File: src/rtl/ris_frame_pkg.sv
// Shared state encoding and default geometry for the RIS frame streamer.
package ris_frame_pkg;
  localparam int RIS_ADDR_W       = 8;
  localparam int RIS_DATA_W       = 32;
  localparam int RIS_FRAME_WORDS  = 256;
  localparam int RIS_SCLK_DIV     = 4;
  localparam int RIS_LATCH_CYCLES = 2;

  typedef enum logic [2:0] {
    S_IDLE,
    S_FETCH,
    S_CAPT,
    S_SHIFT,
    S_LATCH,
    S_DONE
  } ris_state_e;
endpackage

File: src/rtl/ris_frame_streamer_serializer.sv
// ris_bit_serializer: one word shifted MSB-first onto ris_sdo with a divided ris_sclk.
module ris_bit_serializer
  import ris_frame_pkg::*;
#(
  parameter int DATA_W   = RIS_DATA_W,
  parameter int SCLK_DIV = RIS_SCLK_DIV
) (
  input  logic              clk,
  input  logic              clr,
  input  logic              load,
  input  logic              en,
  input  logic [DATA_W-1:0] ld_data,
  output logic              bit_done,
  output logic              word_done,
  output logic              ris_sclk,
  output logic              ris_sdo
);
  localparam int CNT_W = (SCLK_DIV > 1) ? $clog2(SCLK_DIV) : 1;
  localparam int BIT_W = (DATA_W > 1) ? $clog2(DATA_W) : 1;

  logic [DATA_W-1:0] shreg;
  logic [CNT_W-1:0]  cnt;
  logic [BIT_W-1:0]  bcnt;
  logic              phase_end;

  assign phase_end = (cnt == CNT_W'(SCLK_DIV - 1));
  assign bit_done  = en && ris_sclk && phase_end;
  assign word_done = bit_done && (bcnt == BIT_W'(DATA_W - 1));
  assign ris_sdo   = shreg[DATA_W-1];

  always_ff @(posedge clk) begin
    if (clr) begin
      shreg    <= '0;
      cnt      <= '0;
      bcnt     <= '0;
      ris_sclk <= 1'b0;
    end else if (load) begin
      shreg    <= ld_data;
      cnt      <= '0;
      bcnt     <= '0;
      ris_sclk <= 1'b0;
    end else if (en) begin
      if (phase_end) begin
        cnt      <= '0;
        ris_sclk <= ~ris_sclk;
        // data advances only at the end of the high phase; zero-fill leaves sdo low afterwards
        if (ris_sclk) begin
          shreg <= {shreg[DATA_W-2:0], 1'b0};
          bcnt  <= bcnt + 1'b1;
        end
      end else begin
        cnt <= cnt + 1'b1;
      end
    end
  end
endmodule

File: src/rtl/ris_frame_streamer.sv
// Streams a frame from the frame buffer onto the RIS chain, then latches it.
// Optional frame_xor checksum port when RIS_FRAME_XOR_EN is defined.
module ris_frame_streamer
  import ris_frame_pkg::*;
#(
  parameter int ADDR_W       = RIS_ADDR_W,
  parameter int DATA_W       = RIS_DATA_W,
  parameter int FRAME_WORDS  = RIS_FRAME_WORDS,
  parameter int SCLK_DIV     = RIS_SCLK_DIV,
  parameter int LATCH_CYCLES = RIS_LATCH_CYCLES
) (
  input  logic              clk,
  input  logic              rst,
  input  logic              start,
  input  logic              abort,
  input  logic [ADDR_W-1:0] base_addr,
  output logic              rd_en_b,
  output logic [ADDR_W-1:0] addr_b,
  input  logic [DATA_W-1:0] rdata_b,
  output logic              ris_sclk,
  output logic              ris_sdo,
  output logic              ris_latch,
  output logic              busy,
`ifdef RIS_FRAME_XOR_EN
  output logic [DATA_W-1:0] frame_xor,
`endif
  output logic              done
);
  localparam int WCNT_W = ADDR_W + 1;
  localparam int LAT_W  = (LATCH_CYCLES > 1) ? $clog2(LATCH_CYCLES) : 1;

  ris_state_e        state, nxt;
  logic [ADDR_W-1:0] addr, addr_hold;
  logic [WCNT_W-1:0] word_cnt;
  logic [LAT_W-1:0]  lat_cnt;
  logic              ser_load, ser_en, ser_clr, bit_done, word_done;

  always_comb begin
    nxt = state;
    unique case (state)
      S_IDLE:  if (start && !abort) nxt = S_FETCH;
      S_FETCH: nxt = S_CAPT;
      S_CAPT:  nxt = S_SHIFT;
      S_SHIFT: if (bit_done && word_done)
                 nxt = (word_cnt == WCNT_W'(FRAME_WORDS)) ? S_LATCH : S_FETCH;
      S_LATCH: if (lat_cnt == LAT_W'(LATCH_CYCLES - 1)) nxt = S_DONE;
      S_DONE:  nxt = S_IDLE;
      default: nxt = S_IDLE;
    endcase
    if (state != S_IDLE && abort) nxt = S_IDLE;
  end

  always_ff @(posedge clk) begin
    if (rst) begin
      state     <= S_IDLE;
      addr      <= '0;
      addr_hold <= '0;
      word_cnt  <= '0;
      lat_cnt   <= '0;
    end else begin
      state <= nxt;
      if (state == S_IDLE && start && !abort) begin
        addr     <= base_addr;
        word_cnt <= '0;
      end
      if (state == S_FETCH) addr_hold <= addr;
      if (state == S_CAPT && !abort) begin
        addr     <= addr + 1'b1;
        word_cnt <= word_cnt + 1'b1;
      end
      lat_cnt <= (state == S_LATCH) ? lat_cnt + 1'b1 : '0;
    end
  end

`ifdef RIS_FRAME_XOR_EN
  always_ff @(posedge clk) begin
    if (rst)                                        frame_xor <= '0;
    else if (state == S_IDLE && start && !abort)    frame_xor <= '0;
    else if (state == S_CAPT && !abort)             frame_xor <= frame_xor ^ rdata_b;
  end
`endif

  // addr_b shows the live address only while fetching so it holds the last read when idle
  assign rd_en_b   = (state == S_FETCH);
  assign addr_b    = rd_en_b ? addr : addr_hold;
  assign ris_latch = (state == S_LATCH);
  assign done      = (state == S_DONE);
  assign busy      = (state != S_IDLE);

  assign ser_load = (state == S_CAPT) && !abort;
  assign ser_en   = (state == S_SHIFT) && !abort;
  assign ser_clr  = rst || abort || (state == S_IDLE);

  ris_bit_serializer #(.DATA_W(DATA_W), .SCLK_DIV(SCLK_DIV)) u_ser (
    .clk       (clk),
    .clr       (ser_clr),
    .load      (ser_load),
    .en        (ser_en),
    .ld_data   (rdata_b),
    .bit_done  (bit_done),
    .word_done (word_done),
    .ris_sclk  (ris_sclk),
    .ris_sdo   (ris_sdo)
  );
endmodule

File: config.mk
export PLATFORM = sky130hd
export DESIGN_NAME = ris_frame_streamer
export DESIGN_NICKNAME = d
export VERILOG_FILES = /design/src/rtl/ris_frame_pkg.sv /design/src/rtl/ris_frame_streamer_serializer.sv /design/src/rtl/ris_frame_streamer.sv
export SDC_FILE = /design/constraint.sdc
export NUM_CORES = 1
export LEC_CHECK = 0
export CAP_MARGIN = 20
export CORE_MARGIN = 2
export CORE_UTILIZATION = 25
export DETAILED_ROUTE_END_ITERATION = 8
export GPL_ROUTABILITY_DRIVEN = 1
export PLACE_DENSITY = 0.41
export SLEW_MARGIN = 10
export SYNTH_ARGS = -nofsm -noshare
export SYNTH_HDL_FRONTEND = slang
export SYNTH_SLANG_ARGS = --single-unit
File: constraint.sdc
create_clock -name clk -period 2.25 [get_ports clk]
set_clock_uncertainty 0.2 [all_clocks]
set_input_delay 0.3375 -clock clk [delete_from_list [all_inputs] [get_ports clk]]
set_output_delay 0.3375 -clock clk [all_outputs]
set_load 0.1 [all_outputs]
==> impl_metrics.yaml <==
timing:
  fin_crit_ns: 2.28
  hold_viol_final: 0
  rsz0062_at_grt: "true"
  final-setup-viol-count: 5
  worstMarginPinSlew_ns: 0.869
  relSlewSlack_pct: 41.7
  hold_ws_ns: 0.244
  max_freq_mhz: 439
  drv_slew: 0
  layout_setup_ws_ns: -0.0268
  fin_crit_sh_pct: 101
critical_path:
  start_kind: "register"
  r2r_start: "state[2]"
  worstSetupPathType: "reg2out"
  crit_arrival_ns: 1.74
  crit_end: "addr_b[0]"
  cp-end-kind: "output pin"
  cp_max_fo: 5
  r2r_slack_ns: 0.16
  rr_worst_depth: 7
  crit_path_start: "state[1]"
  worstReg2RegEnd: "u_ser.shreg[17]"
  required_ns: 1.71
synth:
  synth.yosys.seq_area_share_pct: 43.3
  async_flop_share_pct: 0
  synth_area_leader_cell: "dfxtp_1"
  yosys-top-cells-area: "dfxtp_1, mux2i_1, a211oi_1"
  synth_edf_count: 0
  synthCells: 349
  synthFlopType: "dfxtp_1"
  syn_area_per_cell_um2: 9.15
  yosysWarnings: 0
  netlist_area_um2: 3190
  synth_cell_types: 49
  synth_fp_nets: 399
  ys_seq_elements: 69
  synth_top_area_share_pct: 43.3
final_layout:
  final_common_cell: "dfxtp_1"
  fin_nets: 466
  drive_gt1_share_pct: 16.7
  antenna_cells: 0
  syn_to_final_growth_pct: 43.3
  final_cell_mix: "dfxtp_1, nor2_1, clkdlybuf4s50_1, a211oi_1, mux2i_1"
global_route:
  antenna_found_initial: 0
  grt_util_all_layers_pct: 12.7
  grt_overflow: 0
  grt_pass1_wl_mm: 13.5
  grt_pass1_vias: 2730
  grt_max_degree: 35
clocking:
  ctsHtreeMaxLevel: 3
  cts_tree: "yes"
  cts-root-buf: "clkbuf_16"
  path_clk_slew_ns: 0.05
  clk_latency_ns: 0.33
  clkSinkCount: 69
  clock_path_buffers: 2
  numCtsBuffers: 9
floorplanning:
  start_util_pct: 25.5
  core_um2: 12500
  floorplan.die_area_um2: 13700
  die_w_um: 117
  ioPinCount: 58
  chipHeight_um: 117
  rows: 41
run_status:
  outcome: "finished, violations left"
  violations: "negative setup slack"
pwr:
  seqPwrFrac_pct: 41.8
  p_leak_nw: 1.54
  clockPowerShare_pct: 45.5
  power.internal_w: 0.00230
  power.total_w: 0.00301
  power_switching_w: 0.000709
  combPwrFrac_pct: 12.7
  swShare_pct: 23.6
  power_density_nw_per_um2: 658
  ir_worst_vdd_v: 0.000379
route:
  drt_iter0_drc: 152
  vias_per_cell: 4.61
  wl_per_cell_um: 13.6
  drt-pass1-iter-count: 4
  routed_wl_mm: 8.03
  vias: 2723
  route.detailed.drc: 0
  ant_nets: 0
flow_run:
  drv_cap: 0
placement:
  numPortBuffers: 57
  globalplace.congestion: 0.736
  post-place-ws_ns: -0.272
  dp_hpwl_mm: 5.13
hold_path:
  hp-class: "reg2reg"
==> power groups by stage <==
stage / clock (W) / sequential [W] / combinational [W]
floorplan: 0 / 0.00128 / 0.000186
global placement: 0 / 0.00128 / 0.000357
detailed placement: 0 / 0.00128 / 0.000356
CTS: 0.00144 / 0.00126 / 0.000381
global route: 0.00147 / 0.00126 / 0.000409
finish: 0.00137 / 0.00126 / 0.000381
==> cell usage after synthesis, types with 3 or more instances <==
library cell and count:
mux2_2 9, nor2_1 56, mux2i_1 33, o21ai_0 8, buf_4 3, a21oi_1 15
buf_1 3, nand2_1 15, nand3b_1 3, ha_1 6, nand3_1 5, buf_2 3
xnor2_1 5, dfxtp_1 69, and3_1 4, nand4_1 3, nor3b_1 4, clkbuf_1 14
nor2b_1 8, a211oi_1 34, inv_1 4, nor4_1 3, nor3_1 6
==> kinds of logic (layout without fill, tap and decap cells) <==
group | Yosys count | count (layout) | synth area share [%]
multiplexers | 42 | 42 | 13.5
XOR/XNOR | 7 | 7 | 1.92
AND/OR/NAND/NOR | 120 | 120 | 18.5
buffers and inverters | 29 | 99 | 4.15
adder cells (fa/ha/maj) | 6 | 6 | 2.35
AO/OA/AOI/OAI | 76 | 76 | 16.3
flip-flops | 69 | 69 | 43.3
==> flip-flops by register name (all words and copies together) (netlist names) <==
register,cells
word_cnt,9
u_ser.cnt,2
addr,8
addr_hold,8
lat_cnt,1
u_ser.shreg,32
u_ser.ris_sclk,1
u_ser.bcnt,5
state,3
==> what timing repair did <==
item / 4_1_cts / 5_1_grt
setup buffers: 5 / 1
endpoints found under the hold margin: 0 / 0
hold buffers: 0 / 0
pin swaps: 1 / 0
endpoints found under the setup margin: 8 / 13
resized for setup: 16 / 4
cloned: 1 / 0
==> worst min path at each step <==
stage	startpoint	endpoint	slack [ns]	depth (start not counted)
6_report	lat_cnt	lat_cnt	0.24	1
5_1_grt	lat_cnt	lat_cnt	0.27	1
4_1_cts	lat_cnt	lat_cnt	0.25	1
3_5_place_dp	lat_cnt	lat_cnt	0.24	1
3_3_place_gp	lat_cnt	lat_cnt	0.23	1
2_1_floorplan	lat_cnt	lat_cnt	0.21	1
==> layer usage <==
| metal | up-vias | track usage (%) | wire [um] |
|---|---|---|---|
| li1 | 1390 | - | - |
| met1 | 1273 | 16.2 | 3870 |
| met2 | 52 | 20.2 | 3640 |
| met3 | 8 | 4.53 | 414 |
| met4 | 0 | 4.00 | 104 |
| met5 | - | 0 | 0 |
==> critical path, cell delays in order, from the launching register on <==
cell and delay [ns]:
dfxtp_2 0.32, buf_6 0.12, nor3b_4 0.29, buf_6 0.19, mux2_4 0.33, buf_12 0.17
==> metrics by stage <==
step           setup TNS, ns  std cells  instance area, um2  utilization [%]
4_1_cts               -0.301        590                4550             36.4
3_5_place_dp           -5.90        570                4170             33.3
3_3_place_gp           -4.93        570                4170             33.3
2_1_floorplan              0        349                3210                -
6_report              -0.120        591                4570             36.5
5_1_grt               -0.638        591                4570             36.5
==> area by class of cell <==
cell class              instances  area [um2]
clock buffers                  12         246
clock inverters                 2        35.0
fillers                      1333        7940
inverters                       4        15.0
multi-input cells             251        1740
flip-flops and latches         69        1390
well taps                     172         215
repair buffers                 81         938
Power figures use the tool's default switching activity.
